### src/rtl/usr_pkg.sv
`default_nettype none
//------------------------------------------------------------------------------
// Module  : usr_pkg
// Brief   : Mode codes, FSM state encoding and amount clamp for the USR engine.
// Revision: 1.0
//------------------------------------------------------------------------------
package usr_pkg;

    localparam logic [2:0] MODE_HOLD = 3'b000;
    localparam logic [2:0] MODE_SHR  = 3'b001;
    localparam logic [2:0] MODE_SHL  = 3'b010;
    localparam logic [2:0] MODE_LOAD = 3'b011;
    localparam logic [2:0] MODE_ROR  = 3'b100;
    localparam logic [2:0] MODE_ROL  = 3'b101;
    localparam logic [2:0] MODE_ASR  = 3'b110;
    localparam logic [2:0] MODE_CLR  = 3'b111;

    typedef enum logic [0:0] {
        ST_IDLE  = 1'b0,
        ST_SHIFT = 1'b1
    } state_t;

    function automatic int unsigned clamp_amount(input int unsigned amt,
                                                 input int unsigned width);
        return (amt > width) ? width : amt;
    endfunction

    function automatic logic is_shift_mode(input logic [2:0] m);
        return (m == MODE_SHR) || (m == MODE_SHL) || (m == MODE_ROR) ||
               (m == MODE_ROL) || (m == MODE_ASR);
    endfunction

endpackage
`default_nettype wire

### src/rtl/usr_next_state.sv
`default_nettype none
//------------------------------------------------------------------------------
// Module  : usr_next_state
// Brief   : One-step next value of the shift register for a given mode.
// Revision: 1.0
//------------------------------------------------------------------------------
module usr_next_state
    import usr_pkg::*;
#(
    parameter int WIDTH = 8
) (
    input  logic [WIDTH-1:0] i_q,
    input  logic [2:0]       i_mode,
    input  logic             i_ser_in_msb,
    input  logic             i_ser_in_lsb,
    input  logic [WIDTH-1:0] i_par_in,
    output logic [WIDTH-1:0] o_next
);

    always_comb begin
        o_next = i_q;
        case (i_mode)
            MODE_HOLD: o_next = i_q;
            MODE_SHR:  o_next = {i_ser_in_msb, i_q[WIDTH-1:1]};
            MODE_SHL:  o_next = {i_q[WIDTH-2:0], i_ser_in_lsb};
            MODE_LOAD: o_next = i_par_in;
            MODE_ROR:  o_next = {i_q[0], i_q[WIDTH-1:1]};
            MODE_ROL:  o_next = {i_q[WIDTH-2:0], i_q[WIDTH-1]};
            MODE_ASR:  o_next = {i_q[WIDTH-1], i_q[WIDTH-1:1]};
            MODE_CLR:  o_next = '0;
            default:   o_next = i_q;
        endcase
    end

endmodule
`default_nettype wire

### src/rtl/usr_shift_engine.sv
`default_nettype none
//------------------------------------------------------------------------------
// Module  : usr_shift_engine
// Brief   : Universal shift register with start/busy/done multi-step sequencer.
// Revision: 1.0
//------------------------------------------------------------------------------
module usr_shift_engine
    import usr_pkg::*;
#(
    parameter int WIDTH = 8,
    parameter int CNT_W = $clog2(WIDTH + 1)
) (
    input  logic             clk,
    input  logic             rst_n,
    input  logic             start,
    input  logic [2:0]       mode,
    input  logic [CNT_W-1:0] amount,
    input  logic             ser_in_msb,
    input  logic             ser_in_lsb,
    input  logic [WIDTH-1:0] par_in,
    output logic [WIDTH-1:0] q,
    output logic             busy,
    output logic             done,
    output logic             ser_out_msb,
    output logic             ser_out_lsb
);

    state_t           r_state, w_state_nxt;
    logic [CNT_W-1:0] r_count, w_count_nxt;
    logic [2:0]       r_mode,  w_mode_nxt;
    logic [WIDTH-1:0] r_q,     w_q_nxt;
    logic             r_done,  w_done_nxt;
    logic [CNT_W-1:0] w_amt_eff;
    logic [2:0]       w_step_mode;
    logic [WIDTH-1:0] w_step;

    assign w_amt_eff   = CNT_W'(clamp_amount(32'(amount), WIDTH));
    // While idle the step is previewed with the incoming mode; while shifting, the latched one.
    assign w_step_mode = (r_state == ST_IDLE) ? mode : r_mode;

    usr_next_state #(.WIDTH(WIDTH)) u_next (
        .i_q          (r_q),
        .i_mode       (w_step_mode),
        .i_ser_in_msb (ser_in_msb),
        .i_ser_in_lsb (ser_in_lsb),
        .i_par_in     (par_in),
        .o_next       (w_step)
    );

    always_comb begin
        w_state_nxt = r_state;
        w_count_nxt = r_count;
        w_mode_nxt  = r_mode;
        w_q_nxt     = r_q;
        w_done_nxt  = 1'b0;
        case (r_state)
            ST_IDLE: begin
                if (start) begin
                    w_mode_nxt  = mode;
                    w_count_nxt = '0;
                    if (!is_shift_mode(mode)) begin
                        w_q_nxt    = w_step;
                        w_done_nxt = 1'b1;
                    end else if (w_amt_eff == '0) begin
                        w_done_nxt = 1'b1;
                    end else begin
                        w_q_nxt = w_step;
                        if (w_amt_eff == CNT_W'(1)) begin
                            w_done_nxt = 1'b1;
                        end else begin
                            w_state_nxt = ST_SHIFT;
                            w_count_nxt = w_amt_eff - CNT_W'(1);
                        end
                    end
                end
            end
            ST_SHIFT: begin
                w_q_nxt = w_step;
                if (r_count == CNT_W'(1)) begin
                    w_state_nxt = ST_IDLE;
                    w_count_nxt = '0;
                    w_done_nxt  = 1'b1;
                end else begin
                    w_count_nxt = r_count - CNT_W'(1);
                end
            end
            default: w_state_nxt = ST_IDLE;
        endcase
    end

    always_ff @(posedge clk or negedge rst_n) begin
        if (!rst_n) begin
            r_state <= ST_IDLE;
            r_count <= '0;
            r_mode  <= MODE_HOLD;
            r_q     <= '0;
            r_done  <= 1'b0;
        end else begin
            r_state <= w_state_nxt;
            r_count <= w_count_nxt;
            r_mode  <= w_mode_nxt;
            r_q     <= w_q_nxt;
            r_done  <= w_done_nxt;
        end
    end

    assign q           = r_q;
    assign busy        = (r_state == ST_SHIFT);
    assign done        = r_done;
    assign ser_out_msb = r_q[WIDTH-1];
    assign ser_out_lsb = r_q[0];

endmodule
`default_nettype wire

### config.mk
export PLATFORM = sky130hd
export DESIGN_NAME = usr_shift_engine
export DESIGN_NICKNAME = d
export VERILOG_FILES = /design/src/rtl/usr_pkg.sv /design/src/rtl/usr_next_state.sv /design/src/rtl/usr_shift_engine.sv
export SDC_FILE = /design/constraint.sdc
export NUM_CORES = 1
export LEC_CHECK = 0
export CORE_AREA = 2 2 52 54
export CTS_BUF_LIST = sky130_fd_sc_hd__clkbuf_4
export CTS_CLUSTER_DIAMETER = 60
export DETAILED_ROUTE_END_ITERATION = 12
export DIE_AREA = 0 0 54 56
export GPL_TIMING_DRIVEN = 0
export PLACE_DENSITY = 0.78
export SETUP_SLACK_MARGIN = 0.1
export SLEW_MARGIN = 20
export SYNTH_ARGS = -nofsm -noshare
export SYNTH_HDL_FRONTEND = slang
export SYNTH_SLANG_ARGS = --single-unit
### constraint.sdc
create_clock -name clk -period 2.35 [get_ports clk]
set_clock_uncertainty 0.05 [all_clocks]
set_input_delay 0.235 -clock clk [delete_from_list [all_inputs] [get_ports clk]]
set_output_delay 0.235 -clock clk [all_outputs]
set_load 0.02 [all_outputs]
# Yosys cells after proc, flatten, opt, wreduce, memory -nomap -nowiden
# Index checks and enable logic that the tools add are counted.
[totals]
ff_bits = 17
output_inout_bits = 12
word_cells = 58
[op_classes]
n_addsub = 2
n_lt_le_gt_ge = 1
n_eq_ne = 16
muxes = 25
bitwise_logic = 1
n_reduce_logical = 8
[op_table]
columns = ["cell", "n"]
rows = [
  ["8-bit case mux with 8 select lines", 1],
  ["4-bit two-way mux", 6],
  ["8-bit two-way mux", 3],
  ["3-bit equality test (second input constant)", 7],
  ["8-bit case mux with 2 select lines", 1],
  ["1-bit two-way mux", 10],
  ["3-bit by 2-bit equality test with 1-bit output (second input constant)", 3],
  ["4-bit by 1-bit equality test with 1-bit output (second input constant)", 2],
  ["4-bit case mux with 2 select lines", 1],
  ["4-bit by 1-bit subtractor with 4-bit output (second input constant)", 2],
  ["3-bit by 1-bit equality test with 1-bit output (second input constant)", 2],
  ["4-bit > comparator (second input constant)", 1],
  ["4-bit zero test", 1],
  ["1-bit logical OR", 4],
  ["1-bit case mux with 2 select lines", 2],
  ["2-bit AND reduction", 2],
  ["3-bit zero test", 1],
  ["3-bit two-way mux", 1],
  ["3-bit != test (second input constant)", 1],
  ["2-bit != test (second input constant)", 1],
  ["1-bit NOT", 1],
]

# Logic depth before layout (Yosys ltp)
# Gate-level depths: netlist (run 1).
[logic_depth]
depth_word = 8
mapped_depth = 8
mapped_depth_nobuf = 8

# Hierarchy
# Synthesis (run 1) repeated with hierarchy kept, for this count alone.
[unflattened]
hier_cells = 143
area_unflattened_um2 = 1383.8
[by_module_without_submodules]
columns = ["module", "instances", "cells_each", "area_each_um2", "seq_area_each_um2"]
rows = [
  ["usr_shift_engine", 1, 75, 900.9, 425.4],
  ["usr_next_state", 1, 68, 483.0, 0.0],
]

# Least setup slack after synthesis (run 1)
# No wires, ideal clock.
[synth_timing]
path_type = "reg-to-reg"
startpoint = "reg r_state, in the netlist busy"
endpoint = "reg r_q[0], in the netlist q[0]"
setup_ps = 125
arrival_time_ps = 1833
required_ps = 2175
slack_ps = 343
stages_incl_launch_ff = 7
path_cell_list = "dfrtp_1 -> buf_6 -> mux2i_1 -> mux2_4 -> a32oi_1 -> o21ai_1 -> mux2_2"
[synth_between]
elab_chain_cells = 7
elab_cells_between_ends = 18
cone_classes = "eq/ne (9); mux (6); bitwise (1); reduce/logical (2)"
[synth_rtl]
columns = ["element", "line", "rtl"]
rows = [
  ["from (decl)", "usr_shift_engine.sv:28", "state_t r_state, w_state_nxt;"],
  ["from (signal assigned)", "usr_shift_engine.sv:99", "r_state <= w_state_nxt;"],
  ["3-bit two-way mux", "usr_shift_engine.sv:39", "assign w_step_mode = (r_state == ST_IDLE) ? mode : r_mode;"],
  ["3-bit equality test, or another cell as far along", "usr_next_state.sv:22", "case (i_mode)"],
  ["8-bit case mux with 8 select lines", "usr_next_state.sv:22", ""],
  ["8-bit two-way mux", "usr_shift_engine.sv:64", "end else if (w_amt_eff == '0) begin"],
  ["8-bit two-way mux", "usr_shift_engine.sv:61", "if (!is_shift_mode(mode)) begin"],
  ["8-bit two-way mux", "usr_shift_engine.sv:58", "if (start) begin"],
  ["8-bit case mux with 2 select lines", "usr_shift_engine.sv:56", "case (r_state)"],
  ["to (signal assigned)", "usr_shift_engine.sv:102", "r_q <= w_q_nxt;"],
  ["to (decl)", "usr_shift_engine.sv:31", "logic [WIDTH-1:0] r_q, w_q_nxt;"],
]
# Several ways; a longest one is shown, not always the timed one. The select of a mux whose other input is x is not followed.
# A chain may end at the register's enable or synchronous reset.

# Worst setup path in the final report (run 1)
# Ends and elaborated chain as after synthesis.

==> results of run 1 <==
==> flip-flops by register name (all words and copies together), names as in the netlist <==
signal and flops:
busy 1, done 1, q 8, r_count 4
r_mode 3
==> metal layers <==
metal / wire, um / global-route usage [%] / vias to the layer above
li1: - / - / 544
met5: 0 / 0 / -
met1: 1170 / 23.9 / 518
met4: 34 / 5.36 / 0
met3: 146 / 2.69 / 5
met2: 1270 / 32.9 / 35
==> cells in the mapped netlist, drive strengths merged, types with 2 or more instances <==
cell type  count  area (sq um)
buf            5          38.8
mux2           7          82.6
dfrtp         17           425
mux2i          3          30.0
o21ai         13          65.1
a211oi         2          15.0
clkbuf         2          7.51
a21oi          6          30.0
nand2         13          48.8
ha             5          62.6
nor3           5          25.0
nand3          3          15.0
nor2          12          45.0
o31a           2          17.5
inv            6          22.5
or3            2          12.5
a222oi         6          60.1
nand2b         3          18.8
and3           3          18.8
==> metrics by stage <==
stage / area (sq um) / total power (uW) / worst slack, ns
6_report: 1510 / 1820 / 0.285
5_1_grt: 1510 / 2000 / 0.145
4_1_cts: 1500 / 1830 / 0.292
3_5_place_dp: 1470 / 1670 / -0.215
3_3_place_gp: 1470 / 1640 / -0.148
2_1_floorplan: 1140 / 1320 / 0.343
==> cell usage in the layout, fill, tap and decap left out, types with 5 or more instances in the layout <==
| cell type | count |
|---|---|
| a21oi_1 | 6 |
| nand2_1 | 13 |
| inv_1 | 6 |
| nor3_1 | 5 |
| a222oi_1 | 6 |
| o21ai_0 | 11 |
| mux2_2 | 6 |
| ha_1 | 5 |
| clkdlybuf4s50_1 | 30 |
| nor2_1 | 12 |
| dfrtp_1 | 17 |
==> area by class of cell <==
class / count / share of cell area, %
Buffer: 7 / 3.07
Inverter: 6 / 1.49
Tap cell: 30 / 2.49
Multi-Input combinational cell: 97 / 43.0
Clock inverter: 1 / 0.332
Clock buffer: 3 / 1.49
Timing Repair Buffer: 30 / 19.9
Sequential cell: 17 / 28.2
==> report_power, final <==
part / switching, uW / total [uW] / internal, uW
combinational: 581 / 1120 / 541
sequential: 116 / 540 / 424
clock: 97.0 / 160 / 63.4
total: 794 / 1820 / 1030
==> worst paths after layout <==
path	from	endpoint	slack (ns)	cells past startpoint
max	busy$_DFF_PN0_	q[0]$_DFFE_PN0P_	0.29	6
min reg2reg	r_mode[0]$_DFFE_PN0P_	r_mode[0]$_DFFE_PN0P_	0.47	1
min	rst_n	q[7]$_DFFE_PN0P_	0.34	1
min in group clk	start	done$_DFF_PN0_	0.34	3
max reg2reg	busy$_DFF_PN0_	q[0]$_DFFE_PN0P_	0.29	6
max in group asynchronous	rst_n	r_count[0]$_DFFE_PN0N_	1.42	1
==> repair_timing <==
action,in CTS,in global routing
endpoints found under the setup margin,2,1
buffers inserted,0,0
gates resized for setup,1,1
pin swaps,0,0
==> worst reg2reg max path, delay by kind of cell, from the launching register on <==
| family | cells | cell delay, ns |
|---|---|---|
| muxes | 3 | 1.08 |
| AOI/OAI and AO/OA | 2 | 0.23 |
| buffers and inverters | 1 | 0.16 |
| DFF | 1 | 0.44 |
==> cells by family after synthesis <==
| kind of cell | count (synthesis) | synth area share [%] |
|---|---|---|
| compound gates | 40 | 24.1 |
| xor+xnor | 1 | 0.771 |
| fa+ha+maj | 5 | 5.51 |
| buf+inv | 13 | 6.06 |
| flops | 17 | 37.4 |
| mux | 10 | 9.91 |
| simple gates | 41 | 16.2 |
==> results by group, run 1 <==
Setup path
  • Cell Chain, Critical Path: buf_6, mux2i_1, mux2_4, a32oi_1, o21ai_1, mux2_2
  • Worst endpoint required time: 2.49 ns
  • Slowest CP cell: dfrtp_1
  • WS Path Type: reg -> reg
  • Critical path endpoint category: register
  • Buffers plus inverters on the worst setup path: 1
  • CP startpoint kind: register
  • Critical Path Fanout Max: 10
  • CP arrival: between 2 and 2.5 ns
  • Top delay family on crit path: multiplexers
  • Largest stage delay on the critical path: 0.44 ns

Routing
  • Via density: 5.77
  • Routed WL: 2.62 mm
  • Initial DRT Pass Iterations: 5
  • WL/cell: 13.7 um
  • DRT iter0 DRCs: 32
  • Vias: ~1100
  • ANT nets after route: 0
  • Drt drc: 0

Layout
  • Final nets: around 190
  • Share of cells above drive strength 1: between 10% and 20%
  • Multi-input gate area: 649 sq um
  • Non-filler instance count after layout: 191
  • Final Core Density: 62.0%
  • Fill cells: about 220
  • Area grow syn2layout: 32.8%
  • Antenna cells: 0
  • Register Area: approximately 430 sq um

Clock network
  • Worst-Skew Late Latency: 0.30 ns
  • Num CTS Buffers: 3
  • Clk root buf: clkbuf_4
  • Clock slew at reported path FFs: ~0.1 ns
  • CTS Sinks: 17
  • H-tree Lvls: 1
  • Hold-fix buffers, CTS: 0
  • CTS tree: yes
  • CTS Buffer Depth: 2

Placed design
  • RePlAce Congestion: ~0.77
  • DP HPWL: between 1.5 and 2 mm
  • Dpl cells: between 150 and 200
  • IO buf count: 30

Status
  • Status: finished, final reports clean

Synth
  • Synthesized Nets: around 150
  • Synth warn: 0
  • Netlist cell types: 35
  • Syn Area/Cell: slightly below 9 sq um
  • Seq cells post-synth: 17
  • Ys async rst share: 100%
  • Netlist Area Pre-Place: between 1000 and 1500 sq um
  • Cells after Synth: approximately 130
  • Sequential area share after synthesis: between 30% and 40%
  • Post-synth EDFFs: 0
  • Top_reg_cell synth: dfrtp_1

Power
  • Cell Pwr Density: roughly 1200 nW/um^2
  • Lkg Pwr: approximately 0.00065 uW
  • Max VDD drop: 706 uV

GRT
  • Global Route Usage Sum: between 10% and 20%
  • Largest net degree at the start of global routing: 18
  • Antenna violations before repair: 0
  • Vias in the first global route: ~1100
  • First-pass GRT wire length: 4.46 mm
  • Grt total ovfl: 0

Timing
  • Worst slew pin tran: 0.788 ns
  • Final hold vios: 0
  • # setup viols final: 0
  • Hold_ws: approximately 0.34 ns
  • Final Max Slew Viols: 0
  • Post-layout min period: about 2.1 ns
  • Final period util: 87.9%
  • RSZ-0062 raised after global routing: no
  • Setup TNS: 0 ns
  • Fmax: a little under 500 MHz
  • Slew Limit Headroom: 47.3%

Flow run
  • Max cap viols: 0

Floorplanning
  • Core Rows: 18
  • Core area: ~2400 sq um
  • Initial Util: 46.7%
  • DIE WIDTH: between 50 and 60 um
  • Die Ht: around 56 um
  • Io pins: 32
  • Die area: a little over 3000 sq um

Hold path
  • Hold Crit Class: in -> async
(Power assumes the default switching activity.)
==> inputs of run 2 (changes only) <==
--- a/config.mk
+++ b/config.mk
@@ -12,7 +12,6 @@
 export DIE_AREA = 0 0 54 56
 export GPL_TIMING_DRIVEN = 0
 export PLACE_DENSITY = 0.78
-export SETUP_SLACK_MARGIN = 0.1
 export SLEW_MARGIN = 20
 export SYNTH_ARGS = -nofsm -noshare
 export SYNTH_HDL_FRONTEND = slang
==> results by group, run 2 (synthesis results as in run 1) <==
Status
  • Status: finished, final reports clean

Floorplanning
  • Io pins: 32 (unchanged)
  • Core area: 2430 sq um (unchanged)
  • DIE WIDTH: 54 um (unchanged)
  • Die Ht: 56 um (unchanged)
  • Initial Util: 46.7% (unchanged)
  • Core Rows: 18 (unchanged)
  • Die area: 3020 sq um (unchanged)

Layout
  • Share of cells above drive strength 1: 9.94% (-0.62 points)
  • Final nets: 187 (unchanged)
  • Multi-input gate area: 642 sq um (-1.2%)
  • Fill cells: 216 (+0.47%)
  • Most frequent cells in the layout: clkdlybuf4s50_1 (30), dfrtp_1 (17), nand2_1 (13), nor2_1 (12), o21ai_0 (11)
  • Area grow syn2layout: 32.2%
  • Register Area: 425 sq um (unchanged)
  • Max reg flops: 8 (unchanged)
  • Most common cell after layout, fill and taps aside: clkdlybuf4s50_1
  • Antenna cells: 0 (unchanged)

GRT
  • Global Route Usage Sum: 19.0% (unchanged)
  • Grt total ovfl: 0 (unchanged)
  • Vias in the first global route: 1064 (unchanged)
  • Largest net degree at the start of global routing: 18 (unchanged)
  • First-pass GRT wire length: 4.46 mm (unchanged)
  • Antenna violations before repair: 0 (unchanged)

Clock network
  • CTS tree: yes
  • CTS Sinks: 17 (unchanged)
  • H-tree Lvls: 1 (unchanged)
  • Worst-Skew Late Latency: 0.30 ns (about the same)
  • CTS Buffer Depth: 2 (unchanged)
  • Clock slew at reported path FFs: 0.10 ns (about the same)
  • Clk root buf: clkbuf_4
  • Post-CTS Setup Inserts: 0 (unchanged)
  • Num CTS Buffers: 3 (unchanged)

Routing
  • Routed WL: 2.57 mm (-1.7%)
  • Drt drc: 0 (unchanged)
  • DRT iter0 DRCs: 30 (-6.3%)
  • WL/cell: 13.5 um (-1.7%)
  • ANT nets after route: 0 (unchanged)
  • Vias: 1093 (-0.82%)
  • Initial DRT Pass Iterations: 4 (-1)
  • Via density: 5.72 (-0.82%)

Timing
  • Fmax: 484 MHz (about the same)
  • Final hold vios: 0 (unchanged)
  • Worst slew pin tran: 0.788 ns (-0.00000584 ns)
  • Final setup margin: 0.286 ns (+0.000217 ns)
  • Setup TNS: 0 ns (unchanged)
  • # setup viols final: 0 (unchanged)
  • Hold_ws: 0.336 ns (-0.000113 ns)
  • Post-layout min period: 2.06 ns (-0.000217 ns)
  • Final period util: 87.9% (about the same)
  • Slew Limit Headroom: 47.3% (about the same)
  • RSZ-0062 raised after global routing: no
  • Final Max Slew Viols: 0 (unchanged)

Power
  • Max VDD drop: 706 uV (about the same)
  • Cell Pwr Density: 1210 nW/um^2 (+0.26%)
  • Lkg Pwr: 0.000647 uW (-0.25%)

Hold path
  • Hold Crit Class: in -> async

Setup path
  • Worst endpoint required time: 2.49 ns (about the same)
  • CP startpoint kind: register
  • Critical Path Fanout Max: 10 (unchanged)
  • CP arrival: 2.21 ns (about the same)
  • Critical path endpoint category: register
  • WS Path Type: reg -> reg

Placed design
  • IO buf count: 30 (unchanged)
  • Pre-CTS setup slack: -0.215 ns (unchanged)
  • RePlAce Congestion: 0.769 (unchanged)
  • DP HPWL: 1.99 mm (unchanged)

Flow run
  • Max cap viols: 0 (unchanged)
==> run 2: cell types whose count changed in the layout (fill, tap and decap cells not counted) <==
cell,before,now
o311ai_1,0,1
o311ai_2,1,0
==> run 2: metrics by stage <==
| step | power (uW) | utilization, % | cells | instance area (sq um) |
|---|---|---|---|---|
| floorplan | 1320 | - | 127 | 1140 |
| global placement | 1640 | 60.6 | 187 | 1470 |
| detailed placement | 1670 | 60.6 | 187 | 1470 |
| CTS | 1830 | 61.7 | 191 | 1500 |
| global route | 2000 | 61.7 | 191 | 1500 |
| finish | 1820 | 61.7 | 191 | 1500 |
==> run 2: metal layers <==
| metal | vias up | GRT usage (%) | wire (um) |
|---|---|---|---|
| li1 | 544 | - | - |
| met1 | 507 | 23.9 | 1160 |
| met2 | 37 | 32.9 | 1240 |
| met3 | 5 | 2.69 | 142 |
| met4 | 0 | 5.36 | 34 |
| met5 | - | 0 | 0 |
==> run 2: layout make-up <==
| class | count | share of cell area [%] |
|---|---|---|
| plain buffers | 7 | 3.08 |
| clock buffers | 3 | 1.50 |
| clock inverters | 1 | 0.333 |
| inverters | 6 | 1.50 |
| multi-input cells | 97 | 42.8 |
| flip-flops and latches | 17 | 28.3 |
| well taps | 30 | 2.50 |
| repair buffers | 30 | 20.0 |
==> run 2: final timing paths <==
| kind | endpoint | slack (ns) | startpoint | depth (start not counted) |
|---|---|---|---|---|
| max | q[0]$_DFFE_PN0P_ | 0.29 | busy$_DFF_PN0_ | 6 |
| min | q[7]$_DFFE_PN0P_ | 0.34 | rst_n | 1 |
| max reg2reg | q[0]$_DFFE_PN0P_ | 0.29 | busy$_DFF_PN0_ | 6 |
| min reg2reg | r_mode[0]$_DFFE_PN0P_ | 0.47 | r_mode[0]$_DFFE_PN0P_ | 1 |
| max in group asynchronous | r_count[0]$_DFFE_PN0N_ | 1.42 | rst_n | 1 |
| min in group clk | done$_DFF_PN0_ | 0.34 | start | 3 |
==> run 2: report_power, final <==
group | internal, uW | switching [uW] | leakage (uW)
Sequential | 424 | 117 | 0.000212
Combinational | 540 | 576 | 0.000418
Clock | 63.4 | 96.9 | 0.0000177
Total | 1030 | 791 | 0.000647
==> run 2: critical path: stages, from the launching register on <==
cell and delay (ns):
dfrtp_1 0.44, buf_6 0.16, mux2i_1 0.44, mux2_4 0.38
a32oi_1 0.14, o21ai_1 0.08, mux2_2 0.26
==> run 2: timing repair <==
item,CTS,global route
gates resized for setup,0,1
endpoints found under the setup margin,0,3
hold buffers,0,0
